[src/rtl/muldiv_pkg.sv]
`default_nettype none
// ============================================================================
//  Module   : muldiv_pkg
//  Purpose  : Shared definitions for the HI/LO multiply/divide sequencer:
//             operation encodings, controller state type and a helper that
//             sizes the latency down-counter.
//  Revision : 1.0 - initial release
// ============================================================================
package muldiv_pkg;

    localparam logic [2:0] OP_MULT  = 3'b000;
    localparam logic [2:0] OP_MULTU = 3'b001;
    localparam logic [2:0] OP_DIV   = 3'b010;
    localparam logic [2:0] OP_DIVU  = 3'b011;
    localparam logic [2:0] OP_MTHI  = 3'b100;
    localparam logic [2:0] OP_MTLO  = 3'b101;

    typedef enum logic [1:0] {
        IDLE   = 2'd0,
        WAIT   = 2'd1,
        COMMIT = 2'd2
    } state_t;

    // Counter must hold max(MUL_CYCLES, DIV_CYCLES)-1; never narrower than 1 bit.
    function automatic int cnt_width(input int mul_cycles, input int div_cycles);
        int m;
        int w;
        m = (mul_cycles > div_cycles) ? mul_cycles : div_cycles;
        w = $clog2(m);
        return (w < 1) ? 1 : w;
    endfunction

endpackage
`default_nettype wire

[src/rtl/muldiv_ctrl.sv]
`default_nettype none
// ============================================================================
//  Module   : muldiv_ctrl
//  Purpose  : Multicycle sequencer for the HI/LO multiply/divide datapath.
//             Accepts one request at a time, latches its operands, waits the
//             modelled iteration latency, then pulses a single write enable.
//             While busy it stalls the main FSM on HI/LO requests and reads.
//  Ports    : clk, rst_n (async active-low)
//             start, op[2:0], da[31:0], db[31:0] - request from main FSM
//             rd_req                              - mfhi/mflo read this cycle
//             md_we, md_op, md_da, md_db          - to muldiv_module
//             busy, stall, done                   - status to main FSM
//  Revision : 1.0 - initial release
// ============================================================================
module muldiv_ctrl
    import muldiv_pkg::*;
#(
    parameter int MUL_CYCLES = 4,
    parameter int DIV_CYCLES = 32
) (
    input  logic        clk,
    input  logic        rst_n,
    input  logic        start,
    input  logic [2:0]  op,
    input  logic [31:0] da,
    input  logic [31:0] db,
    input  logic        rd_req,
    output logic        md_we,
    output logic [2:0]  md_op,
    output logic [31:0] md_da,
    output logic [31:0] md_db,
    output logic        busy,
    output logic        stall,
    output logic        done
);

    localparam int                c_cnt_w    = cnt_width(MUL_CYCLES, DIV_CYCLES);
    localparam logic [c_cnt_w-1:0] c_mul_load = c_cnt_w'(MUL_CYCLES - 1);
    localparam logic [c_cnt_w-1:0] c_div_load = c_cnt_w'(DIV_CYCLES - 1);
    localparam logic [c_cnt_w-1:0] c_cnt_one  = c_cnt_w'(1);

    state_t              r_state;
    state_t              w_state_nxt;
    logic [c_cnt_w-1:0]  r_cnt;
    logic [c_cnt_w-1:0]  w_cnt_nxt;
    logic                w_accept;
    logic                w_md_we;
    logic [2:0]          r_md_op;
    logic [31:0]         r_md_da;
    logic [31:0]         r_md_db;

    // ------------------------------------------------------------------------
    // Next-state / output decode
    // ------------------------------------------------------------------------
    always_comb begin
        w_state_nxt = r_state;
        w_cnt_nxt   = r_cnt;
        w_accept    = 1'b0;
        w_md_we     = 1'b0;
        case (r_state)
            IDLE: begin
                if (start) begin
                    case (op)
                        OP_MULT, OP_MULTU: begin
                            w_accept    = 1'b1;
                            w_state_nxt = WAIT;
                            w_cnt_nxt   = c_mul_load;
                        end
                        OP_DIV, OP_DIVU: begin
                            w_accept    = 1'b1;
                            w_state_nxt = WAIT;
                            w_cnt_nxt   = c_div_load;
                        end
                        // Register moves need no iteration time.
                        OP_MTHI, OP_MTLO: begin
                            w_accept    = 1'b1;
                            w_state_nxt = COMMIT;
                        end
                        // Reserved encodings are silently dropped.
                        default: ;
                    endcase
                end
            end
            WAIT: begin
                if (r_cnt == '0) begin
                    w_state_nxt = COMMIT;
                end else begin
                    w_cnt_nxt = r_cnt - c_cnt_one;
                end
            end
            COMMIT: begin
                w_md_we     = 1'b1;
                w_state_nxt = IDLE;
            end
            default: w_state_nxt = IDLE;
        endcase
    end

    // ------------------------------------------------------------------------
    // State, counter and operand latches
    // ------------------------------------------------------------------------
    always_ff @(posedge clk or negedge rst_n) begin
        if (!rst_n) begin
            r_state <= IDLE;
            r_cnt   <= '0;
            r_md_op <= '0;
            r_md_da <= '0;
            r_md_db <= '0;
        end else begin
            r_state <= w_state_nxt;
            r_cnt   <= w_cnt_nxt;
            if (w_accept) begin
                r_md_op <= op;
                r_md_da <= da;
                r_md_db <= db;
            end
        end
    end

    assign md_op = r_md_op;
    assign md_da = r_md_da;
    assign md_db = r_md_db;
    assign md_we = w_md_we;
    assign done  = w_md_we;
    assign busy  = (r_state != IDLE);
    // Combinational so the main FSM holds in the same cycle it asks.
    assign stall = busy & (start | rd_req);

endmodule
`default_nettype wire

[config.mk]
export PLATFORM = sky130hd
export DESIGN_NAME = muldiv_ctrl
export DESIGN_NICKNAME = d
export VERILOG_FILES = /design/src/rtl/muldiv_pkg.sv /design/src/rtl/muldiv_ctrl.sv
export SDC_FILE = /design/constraint.sdc
export NUM_CORES = 1
export LEC_CHECK = 0
export ABC_AREA = 0
export ABC_CLOCK_PERIOD_IN_PS = 2800
export BUFFER_PORTS_ARGS = -buffer_cell sky130_fd_sc_hd__buf_2
export CAP_MARGIN = 20
export CORE_UTILIZATION = 35
export DETAILED_ROUTE_END_ITERATION = 10
export HOLD_SLACK_MARGIN = 0.08
export SYNTH_ARGS = -nofsm -noshare
export SYNTH_HDL_FRONTEND = slang
export SYNTH_SLANG_ARGS = --single-unit
[constraint.sdc]
create_clock -name clk -period 2.8 [get_ports clk]
set_input_delay 0.28 -clock clk [delete_from_list [all_inputs] [get_ports clk]]
set_output_delay 0.28 -clock clk [all_outputs]
set_load 0.05 [all_outputs]
==> impl_summary.log <==
INFO  metric status = finished, final reports clean
INFO  metric die_h = 96.6 um
INFO  metric mostFrequentLayoutCells = sky130_fd_sc_hd__buf_2 (140), sky130_fd_sc_hd__dfrtp_1 (74), sky130_fd_sc_hd__mux2_4 (50)
INFO  metric detailedRoute.firstIterationViolations = 52
INFO  metric yosys_register_bits = 74
INFO  metric synth-seq-area-share = 59.1%
INFO  metric critPathMaxStageDelay = 530 ps
INFO  metric drc = 0
INFO  metric floorplan.die_area = slightly above 9000 um2
INFO  metric gp_congestion = 0.746
INFO  metric cts_max_path_buffers = 2
INFO  metric routed_wire_length_per_instance = 14.8 um
INFO  metric worst-r2r-setup-slack = around 1000 ps
INFO  metric drive_above_1_share = between 60% and 70%
INFO  metric globalRoute.totalOverflow = 0
INFO  metric rr_worst_depth = 4
INFO  metric antenna_cells_inserted = 0
INFO  metric cts_resized = 0
INFO  metric timing.max_cap.violations = 0
INFO  metric ys_warn_count = 0
INFO  metric first_pass_iters = 4
INFO  metric worst-endpoint-arrival = 2010 ps
INFO  metric global_routing_usage_summed_across_all_routing_layers = 14.0%
INFO  metric detailed_placement_hpwl = 4570 um
INFO  metric cts_made_buffers = 9
INFO  metric first_pass_grt_wire_length = 9790 um
INFO  metric core_area = 8680 um2
INFO  metric max_freq = 562 MHz
INFO  metric worst_slew_margin_rel = ~37%
INFO  metric path_class = flip-flop to flip-flop
INFO  metric final_common_cell = sky130_fd_sc_hd__buf_2
INFO  metric cts_tree = built
INFO  metric r2r_end = md_da[1]
INFO  metric io_buffers = 141
INFO  metric postSynthCellCount = approximately 190
INFO  metric final-setup-viol-count = 0
INFO  metric post_cts_hold_buffer_count = 0
INFO  metric postRouteWirelength = 6630 um
INFO  metric finalHoldViolations = 0
INFO  metric syn_nets = 263
INFO  metric ctsHtreeMaxLevel = 3
INFO  metric worstHoldPathType = input port to async pin
INFO  metric final_cycle_utilization_of_the_critical_path = between 60% and 70%
INFO  metric unrepaired_setup_endpoints_after_global_routing = false
INFO  metric cell_area_after_technology_mapping = 3130 um2
INFO  metric critical_path_peak_fanout = between 40 and 50
INFO  metric insertion_delay_of_the_later_clocked_pin_in_the_worst_skew_pair = 330 ps
INFO  metric clk_pin_slew = 80 ps
INFO  metric final_net_count = between 400 and 500
INFO  metric grt_start_max_net_pins = 75
INFO  metric post_synth_num_cell_types = 28
INFO  metric clock_sinks = 74
INFO  metric crit_path_top_delay_cell = sky130_fd_sc_hd__buf_4
INFO  metric tightestPinTransition = 948 ps
INFO  metric layout-area-overhead-vs-synth = 31.9%
INFO  metric chipWidth = 96.6 um
INFO  metric final.setup.tns = 0 ps
INFO  metric ant_nets = 0
INFO  metric required = roughly 3000 ps
INFO  metric via_count = ~2.1k
INFO  metric buffers_inserted_by_post_cts_timing_repair = 0
INFO  metric timing_max_transition_violations_final = 0
INFO  metric cp-end-kind = flip-flop
INFO  metric pin_count = 142
INFO  metric syn_area_cell = 16.4 um2
INFO  metric initial_utilization = 36.1%
INFO  metric cp-start-kind = flip-flop
INFO  metric timing.clock.skew = about 4.9 ps
INFO  metric crit-reg2reg-launch = r_state[0]
INFO  metric first_global_vias = 2,046
INFO  metric grt_antenna_before_repair = 0
INFO  metric layout_min_cycle_time = 1780 ps
INFO  metric root_buffer = sky130_fd_sc_hd__clkbuf_8
INFO  metric avgViaCountPerCell = 4.72
INFO  metric rows = 34
INFO  metric cp_cell_sequence = nor2_4 -> nand3_4 -> buf_4 -> mux2_2
[cells by family (layout without fill, tap and decap cells)]
group | count (synthesis) | after routing | share of synthesized area (%)
AO/OA/AOI/OAI | 11 | 11 | 2.40
XOR/XNOR | 1 | 1 | 0.280
adder cells (fa/ha/maj) | 1 | 1 | 0.399
buffers and inverters | 12 | 161 | 2.92
flip-flops | 74 | 74 | 59.1
multiplexers | 66 | 66 | 29.7
AND/OR/NAND/NOR | 26 | 26 | 5.15
[layer usage]
metal | up-vias | track usage [%] | routed length (um)
met4 | 0 | 6.99 | 126
li1 | 972 | - | -
met3 | 13 | 4.15 | 557
met2 | 98 | 22.3 | 2980
met1 | 1032 | 17.2 | 2960
met5 | - | 0 | 0
[state kept, by name, summed over array words and instances (netlist names)]
register,count
md_op,3
r_cnt,5
md_da,32
r_state,2
md_db,32
[critical path, delay by kind of cell, from the launching register on]
kind,cells,cell delay (ps)
and+or+nand+nor,2,170
DFF,1,510
muxes,1,400
buffers and inverters,1,530
[synth_stat cells]
library cell	n	area (um2)
sky130_fd_sc_hd__nand3b_1	1	7.51
sky130_fd_sc_hd__nor2_1	9	33.8
sky130_fd_sc_hd__buf_6	5	56.3
sky130_fd_sc_hd__a311oi_1	1	8.76
sky130_fd_sc_hd__mux2_4	50	751
sky130_fd_sc_hd__nor2_4	1	11.3
sky130_fd_sc_hd__mux2_2	16	180
sky130_fd_sc_hd__buf_4	2	15.0
sky130_fd_sc_hd__or3_1	1	6.26
sky130_fd_sc_hd__ha_1	1	12.5
sky130_fd_sc_hd__a31oi_1	4	25.0
sky130_fd_sc_hd__nand2b_1	2	12.5
sky130_fd_sc_hd__and2b_1	1	7.51
sky130_fd_sc_hd__nand3_1	1	5.00
sky130_fd_sc_hd__nor4b_2	2	30.0
sky130_fd_sc_hd__a222oi_1	1	10.0
sky130_fd_sc_hd__buf_2	1	5.00
sky130_fd_sc_hd__nor3_1	2	10.0
sky130_fd_sc_hd__or4b_1	1	10.0
sky130_fd_sc_hd__nor3b_1	1	7.51
sky130_fd_sc_hd__nand2_1	2	7.51
sky130_fd_sc_hd__o21ai_0	2	10.0
sky130_fd_sc_hd__o21ai_2	1	8.76
sky130_fd_sc_hd__o22ai_1	2	12.5
sky130_fd_sc_hd__xor2_1	1	8.76
sky130_fd_sc_hd__inv_1	4	15.0
sky130_fd_sc_hd__dfrtp_1	74	1850
sky130_fd_sc_hd__nor2b_1	2	12.5
[how the worst max path moves through the flow]
stage	start	end	slack (ps)	depth (start not counted)
6_report	r_state[0]	md_da[1]	1020	4
5_1_grt	r_cnt[0]	r_cnt[3]	930	5
4_1_cts	r_state[0]	md_da[4]	1020	4
3_5_place_dp	r_state[0]	md_da[1]	1030	4
3_3_place_gp	r_state[0]	md_da[1]	1070	4
2_1_floorplan	r_state[1]	md_we	950	2
[metrics by stage]
step	cells	setup slack (ps)	cell area [um2]	util, %	hold slack (ps)
floorplan	191	949	3130	-	-15.6
global placement	434	1070	3930	45.2	485
detailed placement	434	1030	3930	45.2	486
CTS	448	1020	4130	47.6	106
global route	448	931	4130	47.6	140
finish	448	1020	4130	47.6	75.7
[final cells by class]
type	instances	area (um2)
Timing Repair Buffer	143	723
Sequential cell	74	1850
Tap cell	108	135
Clock buffer	9	124
Fill cell	829	4550
Multi-Input combinational cell	105	1200
Clock inverter	5	81.3
Inverter	4	15.0
Power is not shown: default switching activity piles up to over one toggle a cycle in this logic, so the estimate is an artifact.
